## config.mk

```make
export PLATFORM = sky130hd
export DESIGN_NAME = shiftreg_burst_flat
export DESIGN_NICKNAME = d
export VERILOG_FILES = /design/src/rtl/shiftreg_burst_if.sv /design/src/rtl/shiftreg_burst.sv /design/src/flat_wrapper.sv
export SDC_FILE = /design/constraint.sdc
export NUM_CORES = 1
export LEC_CHECK = 0
export ABC_AREA = 1
export BUFFER_PORTS_ARGS = -buffer_cell sky130_fd_sc_hd__buf_4
export CAP_MARGIN = 5
export CORE_MARGIN = 4
export CORE_UTILIZATION = 53
export CTS_CLUSTER_SIZE = 40
export DETAILED_ROUTE_END_ITERATION = 16
export PLACE_DENSITY_LB_ADDON = 0.2
export SLEW_MARGIN = 10
export SYNTH_ARGS = -nofsm -noshare
export SYNTH_HDL_FRONTEND = slang
export SYNTH_SLANG_ARGS = --single-unit
export TNS_END_PERCENT = 20
```

## constraint.sdc

```tcl
create_clock -name clk -period 1.73 [get_ports clk]
set_clock_uncertainty 0.15 [all_clocks]
set_input_delay 0.2595 -clock clk [delete_from_list [all_inputs] [get_ports clk]]
set_output_delay 0.2595 -clock clk [all_outputs]
set_load 0.005 [all_outputs]
```

## src/rtl/shiftreg_burst_if.sv

```systemverilog
// Bus bundle for shiftreg_burst: parallel load, shift controls, burst handshake and outputs.
interface shiftreg_burst_if #(
    parameter int WIDTH = 16
) ();
    localparam int CNT_W = $clog2(WIDTH) + 1;

    logic [WIDTH-1:0] parallel_in;
    logic             load_enable;
    logic             shift_enable;
    logic             left_right;
    logic             arith;
    logic             serial_in;
    logic             rotate;
    logic             burst_start;
    logic [CNT_W-1:0] burst_len;
    logic [WIDTH-1:0] parallel_out;
    logic             serial_out;
    logic             busy;
    logic             done;

    modport master (
        output parallel_in, load_enable, shift_enable, left_right, arith,
               serial_in, rotate, burst_start, burst_len,
        input  parallel_out, serial_out, busy, done
    );

    modport slave (
        input  parallel_in, load_enable, shift_enable, left_right, arith,
               serial_in, rotate, burst_start, burst_len,
        output parallel_out, serial_out, busy, done
    );
endinterface

```

## src/rtl/shiftreg_burst.sv

```systemverilog
// Universal shift register with a multi-cycle burst engine (start/busy/done).
// Optional rotate support is enabled by defining SHIFTREG_ROTATE_EN.
module shiftreg_burst #(
    parameter int               WIDTH     = 16,
    parameter logic [WIDTH-1:0] RESET_VAL = '0,
    parameter int               CNT_W     = $clog2(WIDTH) + 1
) (
    input  logic             clk,
    input  logic             a_rst_n,
    shiftreg_burst_if.slave  bus
);

    typedef enum logic {IDLE, BURST} state_t;

    state_t           state_q;
    logic [WIDTH-1:0] data_q;
    logic             sout_q;
    logic             busy_q;
    logic             done_q;
    logic [CNT_W-1:0] rem_q;
    logic             lr_q;
    logic             arith_q;
    logic             rot_q;
    logic             rot_live;

    // Returns {out_bit, next_register} for one shift position.
    function automatic logic [WIDTH:0] shift_step(
        input logic [WIDTH-1:0] d,
        input logic             lr,
        input logic             ar,
        input logic             rot,
        input logic             sin
    );
        logic ob;
        logic fill;
        ob   = lr ? d[WIDTH-1] : d[0];
        fill = (!lr && ar) ? d[WIDTH-1] : sin;
        if (rot) fill = ob;
        return lr ? {ob, d[WIDTH-2:0], fill} : {ob, fill, d[WIDTH-1:1]};
    endfunction

`ifdef SHIFTREG_ROTATE_EN
    assign rot_live = bus.rotate;

    always_ff @(posedge clk or negedge a_rst_n) begin
        if (!a_rst_n)
            rot_q <= 1'b0;
        else if (!bus.load_enable && state_q == IDLE && bus.burst_start)
            rot_q <= bus.rotate;
    end
`else
    // Rotate tied off so the fill mux folds away to the plain logical/arith paths.
    logic unused_rotate;
    assign unused_rotate = bus.rotate;
    assign rot_live      = 1'b0;
    assign rot_q         = 1'b0;
`endif

    always_ff @(posedge clk or negedge a_rst_n) begin
        if (!a_rst_n) begin
            state_q <= IDLE;
            data_q  <= RESET_VAL;
            sout_q  <= 1'b0;
            busy_q  <= 1'b0;
            done_q  <= 1'b0;
            rem_q   <= '0;
            lr_q    <= 1'b0;
            arith_q <= 1'b0;
        end else begin
            done_q <= 1'b0;
            if (bus.load_enable) begin
                // A load aborts any burst without a done pulse.
                data_q  <= bus.parallel_in;
                state_q <= IDLE;
                busy_q  <= 1'b0;
                rem_q   <= '0;
            end else begin
                case (state_q)
                    IDLE: begin
                        if (bus.burst_start) begin
                            lr_q    <= bus.left_right;
                            arith_q <= bus.arith;
                            if (bus.burst_len == '0) begin
                                done_q <= 1'b1;
                            end else begin
                                rem_q   <= bus.burst_len;
                                state_q <= BURST;
                                busy_q  <= 1'b1;
                            end
                        end else if (bus.shift_enable) begin
                            {sout_q, data_q} <= shift_step(data_q, bus.left_right, bus.arith,
                                                           rot_live, bus.serial_in);
                        end
                    end
                    BURST: begin
                        {sout_q, data_q} <= shift_step(data_q, lr_q, arith_q, rot_q, bus.serial_in);
                        rem_q <= rem_q - 1'b1;
                        if (rem_q == CNT_W'(1)) begin
                            state_q <= IDLE;
                            busy_q  <= 1'b0;
                            done_q  <= 1'b1;
                        end
                    end
                    default: state_q <= IDLE;
                endcase
            end
        end
    end

    assign bus.parallel_out = data_q;
    assign bus.serial_out   = sout_q;
    assign bus.busy         = busy_q;
    assign bus.done         = done_q;

endmodule
```

## src/flat_wrapper.sv

```systemverilog
// flat-port wrapper written by rule: the top's interface ports become plain ports
module shiftreg_burst_flat 
#(
    parameter int               WIDTH     = 16,
    parameter logic [WIDTH-1:0] RESET_VAL = '0,
    parameter int               CNT_W     = $clog2(WIDTH) + 1
)
  (clk, a_rst_n, bus_parallel_in, bus_load_enable, bus_shift_enable, bus_left_right, bus_arith, bus_serial_in, bus_rotate, bus_burst_start, bus_burst_len, bus_parallel_out, bus_serial_out, bus_busy, bus_done);
  shiftreg_burst_if #(.WIDTH(WIDTH)) bus_i ();
  input  logic clk;
  input  logic a_rst_n;
  input wire logic [$bits(bus_i.parallel_in)-1:0] bus_parallel_in;
  input wire logic [$bits(bus_i.load_enable)-1:0] bus_load_enable;
  input wire logic [$bits(bus_i.shift_enable)-1:0] bus_shift_enable;
  input wire logic [$bits(bus_i.left_right)-1:0] bus_left_right;
  input wire logic [$bits(bus_i.arith)-1:0] bus_arith;
  input wire logic [$bits(bus_i.serial_in)-1:0] bus_serial_in;
  input wire logic [$bits(bus_i.rotate)-1:0] bus_rotate;
  input wire logic [$bits(bus_i.burst_start)-1:0] bus_burst_start;
  input wire logic [$bits(bus_i.burst_len)-1:0] bus_burst_len;
  output wire logic [$bits(bus_i.parallel_out)-1:0] bus_parallel_out;
  output wire logic [$bits(bus_i.serial_out)-1:0] bus_serial_out;
  output wire logic [$bits(bus_i.busy)-1:0] bus_busy;
  output wire logic [$bits(bus_i.done)-1:0] bus_done;
  assign bus_i.parallel_in = bus_parallel_in;
  assign bus_i.load_enable = bus_load_enable;
  assign bus_i.shift_enable = bus_shift_enable;
  assign bus_i.left_right = bus_left_right;
  assign bus_i.arith = bus_arith;
  assign bus_i.serial_in = bus_serial_in;
  assign bus_i.rotate = bus_rotate;
  assign bus_i.burst_start = bus_burst_start;
  assign bus_i.burst_len = bus_burst_len;
  assign bus_parallel_out = bus_i.parallel_out;
  assign bus_serial_out = bus_i.serial_out;
  assign bus_busy = bus_i.busy;
  assign bus_done = bus_i.done;
  shiftreg_burst #(.WIDTH(WIDTH), .RESET_VAL(RESET_VAL), .CNT_W(CNT_W)) u_core (.clk(clk), .a_rst_n(a_rst_n), .bus(bus_i));
endmodule
```

# After elaboration in Yosys (flattened, before gate mapping)

Index checks and enable logic that the tools add are counted.

Add/subtract/negate cells: 1
Equal/unequal tests: 8
Mux-type cells: 32
Bitwise gates (word level): 2
Reduce and logical (&&, ||, !) cells: 10

Operators by type and width:

| operator                                                              | number |
|---|---|
| 16-bit 2-to-1 mux                                                     | 5 |
| 16-bit one-hot mux with 2 select lines                                | 1 |
| 1-bit 2-to-1 mux                                                      | 18 |
| 5-bit 2-to-1 mux                                                      | 3 |
| 3-bit inequality test, second input constant                          | 5 |
| 5-bit one-hot mux with 2 select lines                                 | 1 |
| 3-bit AND reduction                                                   | 3 |
| 1-bit one-hot mux with 2 select lines                                 | 4 |
| 5-bit by 1-bit equality test with 1-bit output, second input constant | 1 |
| 5-bit logical NOT                                                     | 1 |
| 5-bit by 1-bit subtractor with 5-bit output, second input constant    | 1 |
| 2-bit inequality test, second input constant                          | 2 |
| 2-bit AND reduction                                                   | 2 |
| 1-bit logical AND                                                     | 2 |
| 1-bit logical NOT                                                     | 2 |
| 1-bit NOT                                                             | 2 |

Flip-flop bits (word level): 27
Input bits: 30
Logic and storage cells: 61

# Longest topological paths before layout

Depth after elaboration: 8
Mapped depth: 8
Depth with buffers taken out: 8

# Worst setup path before layout

OpenSTA, ideal clock, no wires.

Kind: flip-flop to flip-flop
From: register u_core.state_q
To: register u_core.arith_q
Setup time: 0.128 ns
Arrival time: 1.010 ns
Data required time: 1.452 ns
Setup slack: 0.442 ns
Cell stages (with the launch flop): 5
Period minus slack after synthesis: 1.288 ns
Cells stage by stage: dfrtp_1 > buf_6 > nor2_4 > nand2_1 > mux2_1

Word-level cells in the longest chain between the ends: 2

RTL lines:

| element                              | RTL line             | RTL |
|---|---|---|
| from (decl)                          | shiftreg_burst.sv:15 | `state_t state_q;` |
| from (signal assigned)               | shiftreg_burst.sv:61 | `state_q <= IDLE;` |
| from (signal assigned)               | shiftreg_burst.sv:74 | `state_q <= IDLE;` |
| from (signal assigned)               | shiftreg_burst.sv:87 | `state_q <= BURST;` |
| 1-bit NOT (no source line)           | -                    |  |
| 3-bit AND reduction (no source line) | -                    |  |
| to (signal assigned)                 | shiftreg_burst.sv:82 | `arith_q <= bus.arith;` |
| to (decl)                            | shiftreg_burst.sv:22 | `logic arith_q;` |

Every way passes these cells.
A chain may end at the register's enable or synchronous reset.

# Worst setup path after layout

From: register u_core.state_q
To: register u_core.data_q[7], in the netlist u_core.bus.parallel_out[7]

Word-level cells in the longest chain between the ends: 3
Elaborated cells between the ends (all ways): 6
Classes of those cells: 2 x eq/ne; 2 x mux; 1 x bitwise; 1 x reduce/logical

RTL lines:

| element                                                                         | RTL line             | RTL |
|---|---|---|
| 1-bit NOT (no source line)                                                      | -                    |  |
| 16-bit one-hot mux with 2 select lines or 3-bit inequality test (tied branches) | -                    |  |
| 16-bit 2-to-1 mux or 2-bit AND reduction (tied branches)                        | -                    |  |
| to (signal assigned)                                                            | shiftreg_burst.sv:73 | `data_q <= bus.parallel_in;` |
| to (signal assigned)                                                            | shiftreg_burst.sv:91 | `{sout_q, data_q} <= shift_step(data_q, bus.left_right, bus.arith,` |
| to (signal assigned)                                                            | shiftreg_burst.sv:96 | `{sout_q, data_q} <= shift_step(data_q, lr_q, arith_q, rot_q, bus.serial_in);` |
| to (decl)                                                                       | shiftreg_burst.sv:16 | `logic [WIDTH-1:0] data_q;` |

Several ways; a longest one is shown, not always the timed one.

==> impl_metrics.csv <==
group,metric,value,unit
global_routing,grt_max_degree,28,
critical_path,cp_max_fo,12,
synth,seq_area_frac_synth,36.3,%
pwr,peakVddDrop,0.000462,V
placed_design,post-place-ws,0.276,ns
critical_path,r2r_cells,5,
sta,maxSlewViolCount,0,
pwr,p_seq_share,43.9,%
global_routing,antenna_found_initial,0,
global_routing,grt_use_total,23.7,%
detailed_routing,vias_per_cell,5.35,
global_routing,grt.overflow.total,0,
synth,yosysUniqueCellTypes,25,
synth,synth_seq_cells,27,
hold_path,worstHoldStart,"bus_parallel_in[4]",
sta,max_freq,660,MHz
run,max_cap_violations,0,
placed_design,dp_hpwl,3.51,mm
floorplanning,dieArea,0.00453,mm2
floorplanning,ios,49,
sta,worst_slack,0.214,ns
synth,avgSynthCellArea,6.82,um2
detailed_routing,ant_nets,0,
synth,synthCells,273,
cts,cts_tree,"done",
cts,clkTransAtPathRegs,0.16,ns
cts,cts_max_level,1,
sta,setup_viol,0,
placed_design,port-buffer-count,47,
pwr,switching_share,39.6,%
hold_path,hold_class,"primary input to flop",
detailed_routing,firstDrtPassIters,4,
cts,cts_sinks,27,
hold_path,min_to,"u_core.bus.parallel_out[4]",
sta,finalHoldViolCount,0,
detailed_routing,routed_wl,4.94,mm
critical_path,reg2reg_setup_slack,0.21,ns
floorplanning,initial_utilization,55.4,%
placed_design,globalplace.congestion,0.831,
floorplanning,fp-row-count,21,
cts,worstSkewPairLatency,0.34,ns
pwr,power.density,864,mW/mm2
detailed_routing,vias,1967,
critical_path,cp.arrival,1.65,ns
synth,synth_flop_cell,"dfrtp_1",
synth,synth_warnings,0,
floorplanning,fp.dieW,67.3,um
synth,async_flop_share,100,%
sta,fin_tns_setup,0,ns
cts,clock-root-buffer,"clkbuf_4",
synth,syn_nets,305,
sta,post-route-min-period,1.52,ns
synth,syn_area,0.00186,mm2
status,status,"completed",
finish,diodes,0,
floorplanning,dieHeight,67.3,um
floorplanning,fp.coreArea,0.00336,mm2
critical_path,r2r_end,"u_core.bus.parallel_out[7]",
pwr,power_frac_comb,41.4,%
finish,nets,355,
cts,post_cts_buffers,0,
pwr,p_leak,1.15,nW
finish,drive_above_1_share,21.1,%
critical_path,cp.required,1.87,ns
pwr,switchingPower,790,uW
sta,timing.final.crit_share,87.6,%
critical_path,worstSetupPathType,"flop to flop",
synth,synth_edf_count,0,
critical_path,startpoint_type,"flop",
detailed_routing,post_drt_wl_per_cell,13.4,um
global_routing,grt_pass1_vias,1720,
global_routing,grt_pass1_wl,8.28,mm
cts,cts_inserted_buffers,3,
pwr,p_int,1.21,mW
critical_path,end_kind,"flop",
sta,worst_pin_slew,0.468,ns
cts,clock_path_buffers,2,
finish,area_delta_synth_final,24.1,%
sta,slew_headroom,68.8,%
critical_path,r2r-start,"u_core.state_q",
hold_path,hold_path_depth,4,
sta,rsz0062_at_grt,"false",
pwr,p_clk_share,14.7,%
detailed_routing,drc_errors,0,
detailed_routing,drtIter0Drc,187,
synth_stat cells (3+ instances only):
library cell / number / area [um2]
a21oi_1: 19 / 95.1
buf_2: 9 / 45.0
buf_4: 3 / 22.5
buf_6: 3 / 33.8
dfrtp_1: 27 / 676
inv_1: 20 / 75.1
inv_2: 4 / 15.0
nand2_1: 77 / 289
nand2_2: 3 / 18.8
nand3_1: 21 / 105
nor2_1: 24 / 90.1
o211ai_1: 13 / 97.6
o21ai_0: 28 / 140
o21ai_1: 7 / 35.0
o22ai_1: 3 / 18.8
worst max-delay path: stages (launching register included):
cell,delay [ns]
dfrtp_1,0.48
inv_1,0.35
o21ai_0,0.16
o22ai_1,0.16
nand2_1,0.07
nand2_1,0.08
metrics by stage:
stage	cells	util, %	area (um2)	power, mW	hold slack, ns
finish	368	68.8	2310	2.00	0.0613
global placement	358	66.1	2220	1.68	0.0564
detailed placement	358	66.1	2220	1.70	0.0516
CTS	368	68.8	2310	2.00	0.0533
floorplan	273	-	1860	1.38	-0.186
global route	368	68.8	2310	2.16	0.0673
kinds of logic after synthesis:
group	share of synthesized area, %
and+or+nand+nor	27.6
AOI/OAI and AO/OA	23.2
buffers and inverters	10.5
DFF	36.3
adders and majority gates	1.34
xor gates and xnor gates	0.470
muxes	0.604
flip-flops by register name (all words and copies together), names as in the netlist:
| name | cells |
|---|---|
| u_core.bus.parallel_out | 16 |
| u_core.rem_q | 5 |
| u_core.arith_q | 1 |
| u_core.bus.busy | 1 |
| u_core.bus.done | 1 |
| u_core.bus.serial_out | 1 |
| u_core.lr_q | 1 |
| u_core.state_q | 1 |
per-layer routing:
layer | vias up | track usage, % | share of wire (%)
met4 | 0 | 6.58 | 0.89
met2 | 78 | 37.5 | 45
li1 | 1002 | - | -
met5 | - | 0 | 0
met3 | 4 | 2.16 | 8.5
met1 | 883 | 34.3 | 45
power by group through the flow:
stage	Clock [mW]	Combinational [mW]	Sequential (mW)
after floorplan	0	0.516	0.861
after global placement	0	0.797	0.881
after detailed placement	0	0.815	0.887
after CTS	0.300	0.830	0.875
after global routing	0.321	0.942	0.897
final	0.294	0.827	0.876
layout by cell type, fill, tap and decap left out, drive strengths merged:
cell type	n
clkinv	2
a21oi	20
nor2	25
inv	24
o21ai	36
o22ai	3
nand2	80
clkbuf	3
buf	54
nand3	21
o21bai	2
dlygate4sd3	6
xor2	1
o211ai	13
ha	2
a21boi	1
a31oi	1
mux2	1
dfrtp	27
how the worst max path moves through the flow:
| stage | end | start | slack [ns] | cells after the start |
|---|---|---|---|---|
| 3_5_place_dp | u_core.bus.parallel_out[7] | u_core.state_q | 0.28 | 5 |
| 2_1_floorplan | u_core.arith_q | u_core.state_q | 0.44 | 4 |
| 6_report | u_core.bus.parallel_out[7] | u_core.state_q | 0.21 | 5 |
| 3_3_place_gp | u_core.bus.parallel_out[9] | u_core.state_q | 0.32 | 6 |
| 5_1_grt | u_core.bus.parallel_out[7] | u_core.state_q | 0.07 | 5 |
| 4_1_cts | u_core.bus.parallel_out[7] | u_core.state_q | 0.23 | 5 |
area by class of cell:
class | instances | area (um2)
clock buffer | 3 | 22.5
clock inverter | 1 | 5.00
fill | 324 | 1050
inverter | 25 | 93.8
multi-input combinational | 206 | 992
sequential | 27 | 676
tap | 46 | 57.6
timing repair buffer | 60 | 465
timing repair:
item                                   in CTS  in global routing
endpoints found under the hold margin      32                  0
gates resized for setup                     0                  0
setup endpoints to repair                   0                  0
hold buffers                                6                  0
No activity file was read; power rests on OpenSTA's default activity.
